## config.mk

```make
export PLATFORM = sky130hd
export DESIGN_NAME = sdram_arbiter
export DESIGN_NICKNAME = d
export VERILOG_FILES = /design/src/rtl/sdram_pkg.sv /design/src/rtl/sdram_arb_select.sv /design/src/rtl/sdram_arbiter.sv
export SDC_FILE = /design/constraint.sdc
export NUM_CORES = 1
export LEC_CHECK = 0
export CORE_MARGIN = 2
export CORE_UTILIZATION = 41
export DETAILED_ROUTE_END_ITERATION = 12
export GPL_ROUTABILITY_DRIVEN = 0
export PLACE_DENSITY = 0.8
export SLEW_MARGIN = 20
export SYNTH_ARGS = -nofsm -noshare
export SYNTH_HDL_FRONTEND = slang
export SYNTH_SLANG_ARGS = --single-unit
```

## constraint.sdc

```tcl
create_clock -name Clk -period 2.1 [get_ports Clk]
set_clock_uncertainty 0.2 [all_clocks]
set_input_delay 0.21 -clock Clk [delete_from_list [all_inputs] [get_ports Clk]]
set_output_delay 0.21 -clock Clk [all_outputs]
set_load 0.005 [all_outputs]
```

## src/rtl/sdram_pkg.sv

```systemverilog
// Shared types and constants for the SDRAM two-port arbiter.
// Latency: n/a (declarations only).
// Backpressure: n/a (declarations only).
package sdram_pkg;

  localparam int ADDR_W          = 22;
  localparam int DATA_W          = 16;
  localparam int DEF_MAX_STREAK  = 8;
  localparam int DEF_ACK_TIMEOUT = 16;

  typedef enum logic [1:0] {
    ST_IDLE      = 2'd0,
    ST_ISSUE     = 2'd1,
    ST_WAIT_DONE = 2'd2
  } state_t;

  // One SDRAM command as captured from a requester at grant time.
  typedef struct packed {
    logic              wnr;
    logic [ADDR_W-1:0] addr;
    logic [DATA_W-1:0] wdata;
  } mem_cmd_t;

endpackage

```

## src/rtl/sdram_arb_select.sv

```systemverilog
// Winner selection between port 0 and port 1 with a port-0 streak limiter.
// Latency: win1 is combinational from the requests and the streak register.
// Backpressure: none; the streak only advances when grant_en is asserted.
// Ports: Clk/Reset_n clock and async reset; req0/req1 requests; idle = arbiter
//        in IDLE; grant_en = a grant is taken this cycle; win1 = port 1 wins.
module sdram_arb_select #(
  parameter int MAX_STREAK = 8
) (
  input  logic Clk,
  input  logic Reset_n,
  input  logic req0,
  input  logic req1,
  input  logic idle,
  input  logic grant_en,
  output logic win1
);

  localparam int SW = $clog2(MAX_STREAK + 1);

  logic [SW-1:0] streak;
  logic          streak_full;

  assign streak_full = (streak == SW'(MAX_STREAK));

  // Port 0 has priority unless it has starved a waiting port 1 long enough.
  assign win1 = req1 && (!req0 || streak_full);

  always_ff @(posedge Clk or negedge Reset_n) begin
    if (!Reset_n) begin
      streak <= '0;
    end else if (grant_en && win1) begin
      streak <= '0;
    end else if (grant_en && req1) begin
      // Port-0 grant while port 1 waits: count it, saturating.
      if (!streak_full) streak <= streak + SW'(1);
    end else if (idle && !req1) begin
      streak <= '0;
    end
  end

endmodule

```

## src/rtl/sdram_arbiter.sv

```systemverilog
// Two-port SDRAM arbiter: grants one requester, issues its command, waits for done.
// Latency: Gnt one edge after an eligible request in IDLE; Done one edge after Mem_Busy drops.
// Backpressure: no grant while Mem_Busy is high or a transfer is in flight; ISSUE times out to Err.
// Ports: Req*/WnR*/Addr*/WData* from the two requesters, Gnt*/Done* pulses back;
//        Mem_* to/from the SDRAM interface; Busy = not IDLE; Err = sticky timeout.
module sdram_arbiter
  import sdram_pkg::*;
#(
  parameter int MAX_STREAK  = DEF_MAX_STREAK,
  parameter int ACK_TIMEOUT = DEF_ACK_TIMEOUT
) (
  input  logic              Clk,
  input  logic              Reset_n,
  input  logic              Req0,
  input  logic              Req1,
  input  logic              WnR0,
  input  logic              WnR1,
  input  logic [ADDR_W-1:0] Addr0,
  input  logic [ADDR_W-1:0] Addr1,
  input  logic [DATA_W-1:0] WData0,
  input  logic [DATA_W-1:0] WData1,
  output logic              Gnt0,
  output logic              Gnt1,
  output logic              Done0,
  output logic              Done1,
  output logic              Mem_Req,
  output logic              Mem_WnR,
  output logic [ADDR_W-1:0] Mem_Address,
  output logic [DATA_W-1:0] Mem_WData,
  input  logic              Mem_Busy,
  input  logic              Mem_Ack,
  output logic              Busy,
  output logic              Err
);

  localparam int TW = $clog2(ACK_TIMEOUT + 1);

  state_t        state;
  logic [TW-1:0] tmo_cnt;
  logic          armed;     // low for the first edge after reset release
  logic          win_q;     // recorded winner: 1 = port 1
  logic          win1;
  logic          grant_en;
  mem_cmd_t      cmd0, cmd1, cmd_win, cmd_q;

  assign cmd0    = {WnR0, Addr0, WData0};
  assign cmd1    = {WnR1, Addr1, WData1};
  assign cmd_win = win1 ? cmd1 : cmd0;

  assign grant_en = (state == ST_IDLE) && armed && !Mem_Busy && (Req0 || Req1);

  sdram_arb_select #(
    .MAX_STREAK(MAX_STREAK)
  ) u_select (
    .Clk      (Clk),
    .Reset_n  (Reset_n),
    .req0     (Req0),
    .req1     (Req1),
    .idle     (state == ST_IDLE),
    .grant_en (grant_en),
    .win1     (win1)
  );

  assign Mem_WnR     = cmd_q.wnr;
  assign Mem_Address = cmd_q.addr;
  assign Mem_WData   = cmd_q.wdata;
  assign Busy        = (state != ST_IDLE);

  always_ff @(posedge Clk or negedge Reset_n) begin
    if (!Reset_n) begin
      state   <= ST_IDLE;
      tmo_cnt <= '0;
      armed   <= 1'b0;
      win_q   <= 1'b0;
      cmd_q   <= '0;
      Mem_Req <= 1'b0;
      Gnt0    <= 1'b0;
      Gnt1    <= 1'b0;
      Done0   <= 1'b0;
      Done1   <= 1'b0;
      Err     <= 1'b0;
    end else begin
      armed <= 1'b1;
      Gnt0  <= 1'b0;
      Gnt1  <= 1'b0;
      Done0 <= 1'b0;
      Done1 <= 1'b0;
      case (state)
        ST_IDLE: begin
          if (grant_en) begin
            state   <= ST_ISSUE;
            Mem_Req <= 1'b1;
            cmd_q   <= cmd_win;
            win_q   <= win1;
            Gnt0    <= !win1;
            Gnt1    <= win1;
            tmo_cnt <= '0;
          end
        end
        ST_ISSUE: begin
          if (Mem_Ack) begin
            state   <= ST_WAIT_DONE;
            Mem_Req <= 1'b0;
          end else if (tmo_cnt == TW'(ACK_TIMEOUT - 1)) begin
            // Counter would reach ACK_TIMEOUT on this edge: abandon, no Done.
            state   <= ST_IDLE;
            Mem_Req <= 1'b0;
            Err     <= 1'b1;
            tmo_cnt <= '0;
          end else begin
            tmo_cnt <= tmo_cnt + TW'(1);
          end
        end
        ST_WAIT_DONE: begin
          if (!Mem_Busy) begin
            state <= ST_IDLE;
            Done0 <= !win_q;
            Done1 <= win_q;
          end
        end
        default: begin
          state   <= ST_IDLE;
          Mem_Req <= 1'b0;
        end
      endcase
    end
  end

endmodule

```

==> impl_summary.log <==
INFO  metric initial_utilization = between 40% and 50%
INFO  metric cts.path.max_buffers = 2
INFO  metric worst_skew_pair.late_latency = 0.32 ns
INFO  metric final_antenna_net_count = 0
INFO  metric clk_transition_reported_paths = 0.07 ns
INFO  metric power_switching = 0.00107 W
INFO  metric syn_area_per_cell = 8.94 sq um
INFO  metric synth_ff_type = dfrtp_1
INFO  metric rows = 29
INFO  metric cts_tree = yes
INFO  metric report.final.hold_viol_count = 0
INFO  metric yosysTopAreaCellShare = 54.3%
INFO  metric drt_first_iter_violations = 84
INFO  metric syn_std_cell_area = 2670 sq um
INFO  metric pin_count_of_the_biggest_net_entering_global_routing = 59
INFO  metric avgViaCountPerCell = 5.09
INFO  metric synth_cell_types = 34
INFO  metric power_report.internal_total = between 0.002 and 0.003 W
INFO  metric initial_antenna_violation_count = 0
INFO  metric routedWlPerCell = 14.6 um
INFO  metric critPathKind = flip-flop to output port
INFO  metric status = finished, final reports clean
INFO  metric r2r_setup_slack = 0.20 ns
INFO  metric crit_path_max_fanout = 7
INFO  metric synth.yosys.warnings = 0
INFO  metric nNetsFinal = 524
INFO  metric post-cts-setup-buffers = 0
INFO  metric number_of_global_route_vias_before_repair = about 2600
INFO  metric swShare = 28.3%
INFO  metric cp-startpoint = state[1]$_DFFE_PN0P_
INFO  metric coreArea = 6310 sq um
INFO  metric floorplan.die.width = 84.8 um
INFO  metric layout-area-overhead-vs-synth = 59.7%
INFO  metric element_type_at_the_critical_path_start = flip-flop
INFO  metric final_critical_path_setup_slack = 0.0881 ns
INFO  metric dr_drc_count = 0
INFO  metric num_antenna_cells = 0
INFO  metric timing.fmax = 0.497 GHz
INFO  metric filler_cell_count = about 520
INFO  metric cts_buffers = 9
INFO  metric grtUsageTotal = 21.1%
INFO  metric route.final.wire_length = between 7000 and 8000 um
INFO  metric synth.top_cells.by_area = dfrtp_1 54%, a21oi_1 15%, nand2_1 6.9%
INFO  metric post-place-ws = between 0.02 and 0.025 ns
INFO  metric ir_drop = 0.464 mV
INFO  metric die_area = approximately 7200 sq um
INFO  metric synth_seq_area_share = 54.3%
INFO  metric area_of_combinational_cells_with_multiple_inputs = 1100 sq um
INFO  metric synth_area_leader_cell = dfrtp_1
INFO  metric number_of_instances_in_the_synthesized_netlist = 299
INFO  metric ioPinCount = between 100 and 150
INFO  metric synth-edff-count = 0
INFO  metric dr.pass1.iters = 4
INFO  metric p_seq_share = 42.5%
INFO  metric htree_levels = 3
INFO  metric routed-via-count = 2635
INFO  metric drv.max_cap_violation_count = 0
INFO  metric cellPowerDensity = between 800 and 900 nW/um^2
INFO  metric cts_root_buffer = clkbuf_8
INFO  metric layout.cells.most_common_list = 128 x clkdlybuf4s50_1, 79 x a21oi_1, 58 x dfrtp_1, 49 x nand2_1, 48 x nor2_1
INFO  metric grt_first_pass_wirelength = between 10000 and 15000 um
INFO  metric register_area = about 1500 sq um
INFO  metric worst-endpoint-arrival = around 1.6 ns
INFO  metric timing_max_transition_violations_final = 0
INFO  metric portion_of_total_power_attributed_to_combinational_logic = 34.0%
INFO  metric rsz0062_at_grt = false
INFO  metric r2r_cells = 5
INFO  metric synthesized_net_count = 386
INFO  metric leakage = about 1.8 nW
INFO  metric endpoint = Busy
INFO  metric setup.worst_path.end_class = output port
INFO  metric pwr-share-clk = about a quarter
INFO  metric fp.dieH = 84.8 um
INFO  metric r2r_start = state[1]$_DFFE_PN0P_
INFO  metric port-buffer-count = 129
INFO  metric final_worst_path_period_share = 95.8%
INFO  metric postSynth.asyncResetShare = 100%
INFO  metric clkSinkCount = 58
INFO  metric hpwlAfterDp = 5500 um
INFO  metric final_common_cell = clkdlybuf4s50_1
INFO  metric ff_latch_count_synth = 58
INFO  metric timing.setup.tns = 0 ns
INFO  metric post_cts_resized = 0
INFO  metric drive_gt1_share = 8.39%
INFO  metric worstHoldPathType = primary input to asynchronous set/reset pin
INFO  metric reg2reg_to = u_select.streak[1]$_DFFE_PN0P_
INFO  metric layout_min_cycle_time = approximately 2.0 ns
INFO  metric required = 1.69 ns
INFO  metric final-setup-viol-count = 0
INFO  metric global_route.overflow_total = 0
## layout make-up
cell class                      instances  share of cell area [%]
Inverter                                3                   0.264
Timing Repair Buffer                  146                    33.8
Clock buffer                           12                    3.63
Clock inverter                          3                   0.352
Sequential cell                        58                    34.0
Multi-Input combinational cell        219                    25.7
Tap cell                               77                    2.26
## registers in the layout, indices dropped and copies added, names as in the netlist
register / flops
win_q: 1
Gnt1: 1
Mem_Req: 1
Err: 1
Mem_Address: 22
Mem_WnR: 1
tmo_cnt: 5
armed: 1
Mem_WData: 16
state: 2
u_select.streak: 4
Done0: 1
Done1: 1
Gnt0: 1
## metal layers
metal	global-route usage (%)	vias up	routed length, um
met5	0	-	0
met1	26.3	1235	3210
li1	-	1281	-
met3	4.92	14	532
met2	35.3	105	3670
met4	8.66	0	146
## repair_timing
action / 4_1_cts / 5_1_grt
endpoints found under the hold margin: 58 / 0
hold buffers: 1 / 0
setup endpoints to repair: 0 / 0
## power groups by stage
| stage | registers, W | clock network (W) | logic [W] |
|---|---|---|---|
| 2_1_floorplan | 0.00163 | 0 | 0.000423 |
| 3_3_place_gp | 0.00161 | 0 | 0.00126 |
| 3_5_place_dp | 0.00163 | 0 | 0.00130 |
| 4_1_cts | 0.00161 | 0.000911 | 0.00131 |
| 5_1_grt | 0.00165 | 0.000965 | 0.00141 |
| 6_report | 0.00161 | 0.000888 | 0.00129 |
## worst min path at each step
stage                                        to  slack (ns)  depth (start not counted)
floorplan                       Done0$_DFF_PN0_       -0.29                          0
global placement    Mem_Address[13]$_DFFE_PN0P_        0.04                          2
detailed placement  Mem_Address[13]$_DFFE_PN0P_        0.04                          2
CTS                  Mem_Address[5]$_DFFE_PN0P_        0.22                          3
global route         Mem_Address[1]$_DFFE_PN0P_        0.22                          3
finish              Mem_Address[13]$_DFFE_PN0P_        0.21                          3
## synthesized netlist by cell type (all sizes together), types with 2 or more instances
| cell type | n |
|---|---|
| a21oi | 79 |
| dfrtp | 58 |
| nand2 | 49 |
| nor2 | 49 |
| buf | 10 |
| clkbuf | 9 |
| o21ai | 6 |
| a21o | 4 |
| ha | 3 |
| inv | 3 |
| nand3 | 3 |
| nor2b | 3 |
| or2 | 3 |
| a22o | 2 |
| o31ai | 2 |
## through the flow
stage	area [sq um]	power [W]	util (%)	instances	hold slack [ns]
after floorplan	2670	0.00205	-	299	-0.286
after global placement	4090	0.00287	64.8	502	0.0389
after detailed placement	4090	0.00293	64.8	502	0.0423
after CTS	4270	0.00383	67.6	518	0.217
after global routing	4270	0.00402	67.6	518	0.221
final	4270	0.00378	67.6	518	0.208
## logic make-up (layout without fill, tap and decap cells)
logic type / after synthesis / count (layout) / synth area share, %
simple gates: 115 / 115 / 18.4
compound gates: 98 / 98 / 20.1
flops: 58 / 58 / 54.3
buf+inv: 22 / 164 / 4.96
fa+ha+maj: 3 / 3 / 1.40
other cells: 1 / 1 / 0.140
xor+xnor: 1 / 1 / 0.328
mux: 1 / 1 / 0.374
## worst max-delay path, stage by stage (launching register included)
cell and delay (ns):
dfrtp_1 0.44, or2_1 0.25, buf_4 0.16, clkdlybuf4s50_1 0.44
Note: power is estimated with default switching activity, not from simulation.
==> RTL change 1, RTL diff (same settings) <==
The package constant `ADDR_W` goes from 22 to 24.
--- a/src/rtl/sdram_pkg.sv
+++ b/src/rtl/sdram_pkg.sv
@@ -3,7 +3,7 @@
 // Backpressure: n/a (declarations only).
 package sdram_pkg;
 
-  localparam int ADDR_W          = 22;
+  localparam int ADDR_W          = 24;
   localparam int DATA_W          = 16;
   localparam int DEF_MAX_STREAK  = 8;
   localparam int DEF_ACK_TIMEOUT = 16;
Interface: changed (resized Addr0, Addr1 and Mem_Address); port bits go from 130 to 136. No check against the original RTL was run, so the function may have changed too.
==> RTL change 1 against the original RTL <==
Global-route usage increased by 0.89 points; routed wire length increased by 4.7%; worst setup slack improved by 0.10 ns; critical path depth unchanged; fmax increased by 5.5%; hold slack improved by 0.0029 ns; power increased by 6.3%; area after synthesis increased by 4.2%; sequential cell count increased by 2; final area increased by 4.5%; first-iteration DRC count increased by 63%.
==> RTL change 1: results (changes against the original RTL) <==
r2r worst-path depth = 7 (+2)
Seq area share = 33.6% (-0.36 points)
FF-to-FF End = Mem_Address[15]$_DFFE_PN0P_
via count of the first global-routing pass = 2801 (+6.4%)
HPWL after DPL = 5.78 mm (+5.0%)
Multi-Input Combinational = 224 (+2.3%)
met2 WL post-DR = 3.95 mm (+7.6%)
grt met3 use = 5.81% (+0.89 points)
Post-Syn Area per Cell = 9.05 um^2 (+1.2%)
top cells by count, synth = a21oi_1, dfrtp_1, nand2_1, nor2_1, o21ai_0
LEAKAGE = 0.00188 uW (+3.7%)
Routed wire per std cell = 14.9 um (+2.0%)
Post-Synth Adder-Cell Area = 1.35% (-0.057 points)
nonclk buf count = 148 (+1.4%)
Post-Synth XOR/XNOR Area = 0.314% (-0.013 points)
syn nets = 399 (+3.4%)
# clk buffers = 14 (+2)
Synth Area in Compound Gates = 20.1% (+0.042 points)
DR iter-0 viols = 137 (+63%)
peak supply drop = 0.000508 V (+9.4%)
share of cells above drive strength 1 = 7.30% (-1.1 points)
max reg flops = 24 (+9.1%)
outcome = complete, no violations
Clock-cell share = 4.54% (+0.56 points)
Cells after DPL = 516 (+2.8%)
WP data arrival = 1.50 ns (-0.10 ns)
first-pass GRT wire length = 12.8 mm (+5.2%)
distinct cell type count after synthesis = 32 (-5.9%)
GRT met1 Usage = 25.6% (-0.73 points)
M2 GR Usage = 37.8% (+2.5 points)
Signal inverters = 5 (+2)
post-synthesis sequential area ratio = 53.9% (-0.40 points)
r2r startpoint = u_select.streak[0]$_DFFE_PN0P_
CP Launch Point = state[0]$_DFFE_PN0P_
WHS = 0.211 ns (+0.00292 ns)
Hold Crit Class = in2reg
Area contributors post-synth = dfrtp_1, a21oi_1, nand2_1, nor2_1, buf_6
largest net degree at the start of global routing = 30 (-49%)
layout filler cell count = 545 (+5.4%)
nets@finish = 539 (+2.9%)
Seq cells post-synth = 60 (+3.4%)
[RTL change 1: per-stage QoR]
stage	instance area, um^2	setup slack, ns
2_1_floorplan	2790	0.399
3_3_place_gp	4250	0.215
3_5_place_dp	4250	0.121
4_1_cts	4460	0.187
5_1_grt	4460	0.148
6_report	4460	0.192
[RTL change 1: repair_timing]
action,in CTS,in global routing
hold buffers,1,0
endpoints found under the hold margin,26,0
resized for setup,0,0
[RTL change 1: worst max-delay path, cell delays in order (launching register included)]
cell and delay [ns]:
dfrtp_1 0.48, nor2_4 0.20, inv_1 0.05, clkdlybuf4s50_1 0.44
[RTL change 1: cell families (layout without fill, tap and decap cells)]
family / Yosys count / count (layout)
flops: 60 / 60
fa+ha+maj: 3 / 3
simple gates: 115 / 115
xor+xnor: 1 / 1
compound gates: 104 / 104
other cells: 1 / 1
buf+inv: 24 / 168
[RTL change 1: power breakdown]
group / leakage (uW) / internal (uW) / switching, uW
sequential: 0.000708 / 1460 / 188
clock: 0.000103 / 640 / 422
combinational: 0.00107 / 825 / 482
==> RTL change 2, RTL diff (same flow settings) <==
Without the edit above. Re-encode `state_t` (3 states) as one-hot, 3 bits wide.
--- a/src/rtl/sdram_pkg.sv
+++ b/src/rtl/sdram_pkg.sv
@@ -8,10 +8,10 @@
   localparam int DEF_MAX_STREAK  = 8;
   localparam int DEF_ACK_TIMEOUT = 16;
 
-  typedef enum logic [1:0] {
-    ST_IDLE      = 2'd0,
-    ST_ISSUE     = 2'd1,
-    ST_WAIT_DONE = 2'd2
+  typedef enum logic [2:0] {
+    ST_IDLE      = 3'b001,
+    ST_ISSUE     = 3'b010,
+    ST_WAIT_DONE = 3'b100
   } state_t;
 
   // One SDRAM command as captured from a requester at grant time.
Formal check against the unedited RTL: same outputs for any inputs over 10 cycles, from zero or initial values and one cycle with Reset_n low; not proved beyond that.
==> RTL change 2 against the original RTL <==
The flow now finishes with violations (setup timing); final cell count is 4.2% higher; utilization increased by 1.4 points; area after synthesis is 7.0% higher; fmax fell by 4.7%; worst setup slack got worse by 0.099 ns; final area grew 9.3%; routed wire length increased by 8.8%; non-clock buffer count grew 8; count of clock-buffer cells in the layout increased by 4; power fell by 8.5%; sequential cell count up 1; critical path type is now reg2reg; largest power group unchanged; highest routed layer unchanged.
==> RTL change 2: results (changes against the original RTL) <==
layout filler cell count = 531 (+2.7%)
r2r worst-path depth = 6 (+1)
Synth Area in Compound Gates = 23.9% (+3.8 points)
Vias per Instance = 5.16 (+1.5%)
Clock-cell share = 3.65% (-0.34 points)
Post-CTS Resized = 3 (+3)
HPWL after DPL = 5.73 mm (+4.1%)
antenna violations before repair = 0 (unchanged)
failing checks = setup timing
post-synthesis sequential area ratio = 51.6% (-2.6 points)
Setup Slack @ Placement = -0.0277 ns (-0.0488 ns)
M2 GR Usage = 36.8% (+1.6 points)
distinct cell type count after synthesis = 39 (+15%)
largest net degree at the start of global routing = 60 (+1.7%)
outcome = finished with violations
nonclk buf count = 154 (+5.5%)
share of cells above drive strength 1 = 18.0% (+9.7 points)
CP max-delay cell = dfstp_2
Routed wire per std cell = 15.2 um (+4.3%)
LEAKAGE = 0.00201 uW (+11%)
Signal inverters = 5 (+2)
syn nets = 396 (+2.6%)
Post-Synth Adder-Cell Area = 1.31% (-0.092 points)
nets@finish = 542 (+3.4%)
Seq area share = 31.7% (-2.3 points)
Worst Slack Setup Final = -0.0110 ns (-0.0991 ns)
FF-to-FF End = tmo_cnt[2]$_DFFE_PN0P_
WP data arrival = 2.12 ns (+0.52 ns)
Pre-antenna DRT Iters = 6 (+2)
largest stage delay on the critical path = 0.54 ns (+0.10 ns)
delay-heaviest family, CP = simple AND/OR/NAND/NOR gates
peak supply drop = 0.000423 V (-8.9%)
met2 WL post-DR = 4.10 mm (+12%)
CP Capture Type = flip-flop
multi-input logic area = 1290 um^2 (+18%)
Setup-failing EPs final = 3 (+3)
Multi-Input Combinational = 226 (+3.2%)
highest routed layer = met4
GRT met1 Usage = 28.9% (+2.6 points)
DR iter-0 viols = 164 (+95%)
# clk buffers = 16 (+4)
setup TNS = -0.0226 ns (-0.0226 ns)
first-pass GRT wire length = 13.2 mm (+8.2%)
CP Launch Point = state[0]$_DFFE_PN1P_
Seq cells post-synth = 59 (+1.7%)
fraction of synthesized area in multiplexers = 0.394% (+0.019 points)
Post-Synth XOR/XNOR Area = 0.306% (-0.021 points)
top cells by count, synth = dfrtp_1, nand2_1, a21oi_1, nor2_1, a21oi_2
buffering overhead = 34.4% (+0.60 points)
met3 WL = 506 um (-4.9%)
via count of the first global-routing pass = 2689 (+2.2%)
all-layer global routing usage = 22.0% (+0.96 points)
placed inst area = 4370 um^2 (+6.8%)
max reg flops = 22 (unchanged)
Metal-1 WL = 3.53 mm (+9.9%)
grt met3 use = 4.71% (-0.20 points)
==> RTL change 2: cell count changes after synthesis, sizes merged, moves of 2 or more <==
cell,change
and2,+2
or2,-3
buf,+4
o31ai,-2
clkbuf,-4
inv,+2
nor2b,-2
o21ai,+3
nor2,-3
nor3,+2
nor4,+2
and3b,+2
a21oi,+5
==> RTL change 2: power by group <==
| part | internal (uW) | switching (uW) | leakage [uW] |
|---|---|---|---|
| Combinational | 678 | 403 | 0.00123 |
| Sequential | 1350 | 124 | 0.000704 |
| Clock | 496 | 410 | 0.0000850 |
| Total | 2530 | 937 | 0.00201 |
==> RTL change 2: per-stage QoR <==
step | power [uW] | std cells | hold WS, ns
floorplan | 1840 | 309 | -0.286
global placement | 2510 | 519 | 0.0404
detailed placement | 2540 | 519 | 0.0431
CTS | 3480 | 537 | 0.211
global route | 3660 | 540 | 0.231
finish | 3460 | 540 | 0.212
